File: config.mk
export PLATFORM = sky130hd
export DESIGN_NAME = param_sync_ram
export DESIGN_NICKNAME = d
export VERILOG_FILES = /design/src/rtl/param_sync_ram.sv
export SDC_FILE = /design/constraint.sdc
export NUM_CORES = 1
export LEC_CHECK = 0
export ABC_CLOCK_PERIOD_IN_PS = 2360
export CAP_MARGIN = 30
export CORE_MARGIN = 1.5
export CORE_UTILIZATION = 49
export CTS_CLUSTER_DIAMETER = 30
export DETAILED_ROUTE_END_ITERATION = 6
export PLACE_DENSITY_LB_ADDON = 0.25
export RECOVER_POWER = 50
export SLEW_MARGIN = 20
export SYNTH_ARGS = -nofsm -noshare
export SYNTH_HDL_FRONTEND = slang
export SYNTH_SLANG_ARGS = --single-unit
File: constraint.sdc
create_clock -name clock -period 2.36 [get_ports clock]
set_input_delay 0.354 -clock clock [delete_from_list [all_inputs] [get_ports clock]]
set_output_delay 0.354 -clock clock [all_outputs]
set_load 0.005 [all_outputs]
File: src/rtl/param_sync_ram.sv
`default_nettype none
// ============================================================================
// Module      : param_sync_ram
// Description : Parametrised single-port synchronous RAM with a registered
//               read, a sequential clear engine and out-of-range detection.
//               Optional even-parity storage is enabled by PARAM_RAM_PARITY_EN.
// Revision    : 1.0 - initial release
// ============================================================================
module param_sync_ram #(
    parameter int unsigned           DATA_WIDTH  = 8,
    parameter int unsigned           ADDR_WIDTH  = 5,
    parameter int unsigned           DEPTH       = 32,
    parameter logic [DATA_WIDTH-1:0] CLEAR_VALUE = '0
) (
    input  logic                  clock,
    input  logic                  reset,
    input  logic [DATA_WIDTH-1:0] data_in,
    input  logic [ADDR_WIDTH-1:0] address,
    input  logic                  read_en,
    input  logic                  write_en,
    output logic [DATA_WIDTH-1:0] data_out,
    output logic                  read_valid,
    output logic                  busy,
    output logic                  addr_err,
    output logic                  parity_err
);

`ifdef PARAM_RAM_PARITY_EN
    localparam int unsigned WORD_WIDTH = DATA_WIDTH + 1;
`else
    localparam int unsigned WORD_WIDTH = DATA_WIDTH;
`endif
    localparam logic [ADDR_WIDTH-1:0] LAST_ADDR = ADDR_WIDTH'(DEPTH - 1);

    typedef enum logic [0:0] {
        ST_CLEAR = 1'b0,
        ST_IDLE  = 1'b1
    } state_t;

    // Stored word layout: parity bit (when enabled) sits above the data bits.
    function automatic logic [WORD_WIDTH-1:0] encode_word(input logic [DATA_WIDTH-1:0] d);
`ifdef PARAM_RAM_PARITY_EN
        return {^d, d};
`else
        return d;
`endif
    endfunction

    logic [WORD_WIDTH-1:0] mem_q [DEPTH];

    state_t                state_q,      state_d;
    logic [ADDR_WIDTH-1:0] clr_ptr_q,    clr_ptr_d;
    logic [DATA_WIDTH-1:0] data_out_q,   data_out_d;
    logic                  read_valid_q, read_valid_d;
    logic                  addr_err_q,   addr_err_d;
`ifdef PARAM_RAM_PARITY_EN
    logic                  parity_err_q, parity_err_d;
`endif

    logic                  addr_ok;
    logic [WORD_WIDTH-1:0] rd_word;
    logic                  mem_we;
    logic [ADDR_WIDTH-1:0] mem_waddr;
    logic [WORD_WIDTH-1:0] mem_wdata;

    // Widened compare so DEPTH == 2**ADDR_WIDTH never flags an error.
    assign addr_ok = ({1'b0, address} < (ADDR_WIDTH + 1)'(DEPTH));

    always_comb begin
        state_d      = state_q;
        clr_ptr_d    = clr_ptr_q;
        data_out_d   = data_out_q;
        read_valid_d = 1'b0;
        addr_err_d   = 1'b0;
`ifdef PARAM_RAM_PARITY_EN
        parity_err_d = 1'b0;
`endif
        mem_we       = 1'b0;
        mem_waddr    = address;
        mem_wdata    = encode_word(data_in);
        rd_word      = '0;
        if (addr_ok) begin
            rd_word = mem_q[address];
        end

        case (state_q)
            ST_CLEAR: begin
                mem_we    = 1'b1;
                mem_waddr = clr_ptr_q;
                mem_wdata = encode_word(CLEAR_VALUE);
                if (clr_ptr_q == LAST_ADDR) begin
                    clr_ptr_d = '0;
                    state_d   = ST_IDLE;
                end else begin
                    clr_ptr_d = clr_ptr_q + 1'b1;
                end
            end
            ST_IDLE: begin
                if (read_en || write_en) begin
                    if (!addr_ok) begin
                        addr_err_d = 1'b1;
                    end else begin
                        mem_we = write_en;
                        if (read_en) begin
                            // rd_word is the pre-write contents: read-before-write.
                            data_out_d   = rd_word[DATA_WIDTH-1:0];
                            read_valid_d = 1'b1;
`ifdef PARAM_RAM_PARITY_EN
                            parity_err_d = ^rd_word;
`endif
                        end
                    end
                end
            end
            default: begin
                state_d = ST_CLEAR;
            end
        endcase
    end

    always_ff @(posedge clock) begin
        if (reset) begin
            state_q      <= ST_CLEAR;
            clr_ptr_q    <= '0;
            data_out_q   <= '0;
            read_valid_q <= 1'b0;
            addr_err_q   <= 1'b0;
`ifdef PARAM_RAM_PARITY_EN
            parity_err_q <= 1'b0;
`endif
        end else begin
            state_q      <= state_d;
            clr_ptr_q    <= clr_ptr_d;
            data_out_q   <= data_out_d;
            read_valid_q <= read_valid_d;
            addr_err_q   <= addr_err_d;
`ifdef PARAM_RAM_PARITY_EN
            parity_err_q <= parity_err_d;
`endif
        end
    end

    always_ff @(posedge clock) begin
        if (!reset && mem_we) begin
            mem_q[mem_waddr] <= mem_wdata;
        end
    end

    assign data_out   = data_out_q;
    assign read_valid = read_valid_q;
    assign addr_err   = addr_err_q;
    assign busy       = (state_q == ST_CLEAR);
`ifdef PARAM_RAM_PARITY_EN
    assign parity_err = parity_err_q;
`else
    assign parity_err = 1'b0;
`endif

endmodule
`default_nettype wire

==> impl_metrics.env <==
export IMPL_status="complete, no violations"
export IMPL_tritoncts_num_sinks=271
export IMPL_floorplan_die_area_sq_um=23110
export IMPL_route_detailed_wl_per_inst_um=23.16
export IMPL_maximum_number_of_pins_on_one_net_before_global_route_repair=33
export IMPL_drt_first_pass_iters=5
export IMPL_nets=801
export IMPL_switching_power_w=0.002533
export IMPL_post_cts_buffers=0
export IMPL_cp_data_required_time_ns=2.79
export IMPL_cts_max_level=2
export IMPL_gp_congestion=0.8600
export IMPL_drt_first_iter_violations=581
export IMPL_crit_path_max_incr_delay_ns=0.57
export IMPL_number_of_fillers_in_the_final_layout=1543
export IMPL_setup_viol=0
export IMPL_tritoncts="yes"
export IMPL_ys_seq_area_share_pct=73.40
export IMPL_placement_rows=54
export IMPL_placedInstanceArea_sq_um=12030
export IMPL_via_count=6283
export IMPL_seq_power_share_pct=43.8
export IMPL_grt_antenna_before_repair=0
export IMPL_viasPerCell=5.738
export IMPL_timing_reg2reg_setup_slack_ns=0.33
export IMPL_min_delay_path_class="flip-flop to flip-flop"
export IMPL_max_vdd_ir_drop_mv=0.6471
export IMPL_worst_setup_path_startpoint="address[2]"
export IMPL_worst_setup_path_type="input port to flip-flop"
export IMPL_rsz0062_at_grt="no"
export IMPL_ioPinCount=29
export IMPL_rr_endpoint="mem_q[30][4]$_DFFE_PP_"
export IMPL_antenna_cells_inserted=0
export IMPL_floorplan_initialDensity_pct=49.86
export IMPL_die_x_extent_um=152.0
export IMPL_layout_drive_gt1_share_pct=21.35
export IMPL_drv_max_cap_violation_count=0
export IMPL_syn_to_final_growth_pct=23.62
export IMPL_cp_data_arrival_time_ns=2.60
export IMPL_critPathCapture="data_out[0]$_SDFFE_PP0P_"
export IMPL_max_clock_path_buffers=3
export IMPL_root_buffer_cell="sky130_fd_sc_hd__clkbuf_16"
export IMPL_timing_max_transition_violations_final=0
export IMPL_crit_reg2reg_launch="state_q$_SDFF_PP0_"
export IMPL_power_static_leakage_nw=5.039
export IMPL_globalRoute_totalOverflow=0
export IMPL_critical_path_slowest_cell="sky130_fd_sc_hd__or4_1"
export IMPL_clk_insertion_delay_late_ns=0.52
export IMPL_grt_pass1_wl_mm=38.56
export IMPL_final_cell_mix="sky130_fd_sc_hd__edfxtp_1, sky130_fd_sc_hd__mux2i_1, sky130_fd_sc_hd__buf_4"
export IMPL_final_period_minus_worst_setup_slack_ns=2.170
export IMPL_finClkSkew_ns=0.01743
export IMPL_worst_path_max_fanout=21
export IMPL_port_buffers=26
export IMPL_tightest_slew_ns=0.9788
export IMPL_synth_area_top_cells="sky130_fd_sc_hd__edfxtp_1, sky130_fd_sc_hd__mux2i_1, sky130_fd_sc_hd__a22oi_1, sky130_fd_sc_hd__dfxtp_1, sky130_fd_sc_hd__nor2_1"
export IMPL_worst_setup_path_end_kind="flip-flop"
export IMPL_hpwlAfterDp_mm=16.30
export IMPL_leading_cell_type_in_the_layout_fill_and_taps_excluded="sky130_fd_sc_hd__edfxtp_1"
export IMPL_hold_buffers=0
export IMPL_coreArea_sq_um=21820
export IMPL_via_count_of_the_first_global_routing_pass=6502
export IMPL_postSynthAreaPerCell_sq_um=16.39
export IMPL_totalWireLength_mm=25.36
export IMPL_setup_tns_ns=0
export IMPL_die_y_um=152.0
export IMPL_ff2ff_path_depth=3
export IMPL_powerDensity_nw_per_um2=887.0
export IMPL_detail_route_drc_violations=0
export IMPL_final_design_instance_area_without_fill_sq_um=13450
export IMPL_p_clk_share_pct=51.9
export IMPL_internal_power_w=0.009399
export IMPL_min_delay_path_depth=2
export IMPL_synth_top_cell_area_share_pct=70.65
export IMPL_synth_cell_types=29
export IMPL_grt_usage_pct=22.30
export IMPL_cts_repair_resized=0
export IMPL_power_combinational_fraction_pct=4.3
export IMPL_post_synth_top_area_cell="sky130_fd_sc_hd__edfxtp_1"
export IMPL_endpoints_failing_hold=0
export IMPL_synth_warnings=0
export IMPL_numCtsBuffers=42
export IMPL_cell_by_cell_trace_of_the_critical_path="clkdlybuf4s50_1, nor2b_2, buf_12, buf_4, a22oi_1, a21oi_1, or4_1, a211oi_2"
export IMPL_timing_fmax_mhz=460.8
export IMPL_slew_headroom_pct=34.71
export IMPL_setup_worst_path_start_class="input port"
export IMPL_clock_pin_slew_on_the_worst_setup_and_hold_paths_ns=0.05
export IMPL_synth_cells=664
export IMPL_syn_area_sq_um=10880
export IMPL_finalCritPeriodShare_pct=91.95
export IMPL_sw_frac_of_total_pct=21.23
export IMPL_postSynthRegisterBits=271
export IMPL_drt_antenna_violating_nets=0
registers in the layout (all words and copies together), names as in the netlist:
register and count:
clr_ptr_q 5, data_out 8, read_valid 1, state_q 1, mem_q 256
stage by stage:
stage | power (W) | hold WS (ns) | instances | util [%] | setup WS, ns
2_1_floorplan | 0.005626 | 0.4840 | 665 | - | 0.3215
6_report | 0.01193 | 0.5611 | 1095 | 61.64 | 0.1899
5_1_grt | 0.01226 | 0.5819 | 1095 | 61.64 | 0.09735
4_1_cts | 0.01200 | 0.5502 | 1095 | 61.77 | 0.1987
3_3_place_gp | 0.005828 | 0.5050 | 1018 | 55.13 | -0.2644
3_5_place_dp | 0.005834 | 0.5353 | 1018 | 55.13 | -0.3179
layout make-up:
class	count	area, sq um	area share, %
Multi-Input combinational cell	349	2628	19.53
Clock buffer	43	1076	7.999
Timing Repair Buffer	115	1026	7.627
Sequential cell	271	7988	59.38
Tap cell	280	350.3	2.604
Inverter	3	11.26	0.08371
Clock inverter	34	372.9	2.772
worst max-delay path: cells and delay by family:
family	cells	cell delay (ns)
AOI/OAI and AO/OA	3	0.65
buffers and inverters	3	0.81
and+or+nand+nor	2	0.77
worst min path at each step:
stage,start,to,slack (ns)
6_report,clr_ptr_q[2]$_SDFFE_PP0N_,clr_ptr_q[2]$_SDFFE_PP0N_,0.56
5_1_grt,clr_ptr_q[2]$_SDFFE_PP0N_,clr_ptr_q[2]$_SDFFE_PP0N_,0.58
4_1_cts,data_in[7],mem_q[0][7]$_DFFE_PP_,0.55
3_5_place_dp,clr_ptr_q[2]$_SDFFE_PP0N_,clr_ptr_q[2]$_SDFFE_PP0N_,0.54
3_3_place_gp,clr_ptr_q[2]$_SDFFE_PP0N_,clr_ptr_q[2]$_SDFFE_PP0N_,0.50
2_1_floorplan,clr_ptr_q[3]$_SDFFE_PP0N_,clr_ptr_q[3]$_SDFFE_PP0N_,0.48
per-layer routing:
layer | track usage, % | vias up | share of wire, %
li1 | - | 2833 | -
met1 | 29.94 | 3151 | 42
met2 | 36.41 | 251 | 48
met3 | 4.221 | 48 | 6.8
met4 | 8.276 | 0 | 2.5
met5 | 0 | - | 0
synthesized netlist by cell type:
| master | number |
|---|---|
| sky130_fd_sc_hd__a21oi_1 | 35 |
| sky130_fd_sc_hd__buf_4 | 5 |
| sky130_fd_sc_hd__o2bb2ai_1 | 1 |
| sky130_fd_sc_hd__nand2_1 | 15 |
| sky130_fd_sc_hd__nor2_1 | 50 |
| sky130_fd_sc_hd__inv_1 | 3 |
| sky130_fd_sc_hd__a211oi_2 | 8 |
| sky130_fd_sc_hd__clkbuf_1 | 25 |
| sky130_fd_sc_hd__dfxtp_1 | 15 |
| sky130_fd_sc_hd__nor2b_1 | 4 |
| sky130_fd_sc_hd__mux2i_1 | 132 |
| sky130_fd_sc_hd__o22ai_1 | 2 |
| sky130_fd_sc_hd__and3_1 | 2 |
| sky130_fd_sc_hd__or2_2 | 1 |
| sky130_fd_sc_hd__nand3b_1 | 2 |
| sky130_fd_sc_hd__nor3_1 | 1 |
| sky130_fd_sc_hd__and2_1 | 10 |
| sky130_fd_sc_hd__or4_1 | 8 |
| sky130_fd_sc_hd__nand2b_1 | 2 |
| sky130_fd_sc_hd__buf_6 | 6 |
| sky130_fd_sc_hd__o21ai_0 | 5 |
| sky130_fd_sc_hd__mux2_2 | 1 |
| sky130_fd_sc_hd__nand3_1 | 2 |
| sky130_fd_sc_hd__conb_1 | 1 |
| sky130_fd_sc_hd__edfxtp_1 | 256 |
| sky130_fd_sc_hd__ha_1 | 2 |
| sky130_fd_sc_hd__buf_8 | 3 |
| sky130_fd_sc_hd__a22oi_1 | 64 |
| sky130_fd_sc_hd__clkbuf_4 | 3 |
kinds of logic after synthesis:
| group | Yosys count | share of synthesized area [%] |
|---|---|---|
| flip-flops | 271 | 73.40 |
| multiplexers | 133 | 12.25 |
| AO/OA/AOI/OAI | 115 | 7.370 |
| AND/OR/NAND/NOR | 97 | 4.162 |
| buffers and inverters | 45 | 2.553 |
| adder cells (fa/ha/maj) | 2 | 0.2299 |
| other | 1 | 0.03446 |
power by group through the flow:
stage	Combinational, W	Clock [W]	Sequential [W]
3_3_place_gp	0.000503	0	0.00533
5_1_grt	0.000546	0.00648	0.00523
4_1_cts	0.000510	0.00626	0.00523
6_report	0.000513	0.00619	0.00523
2_1_floorplan	0.000302	0	0.00532
3_5_place_dp	0.000507	0	0.00533
Power figures use the tool's default switching activity.
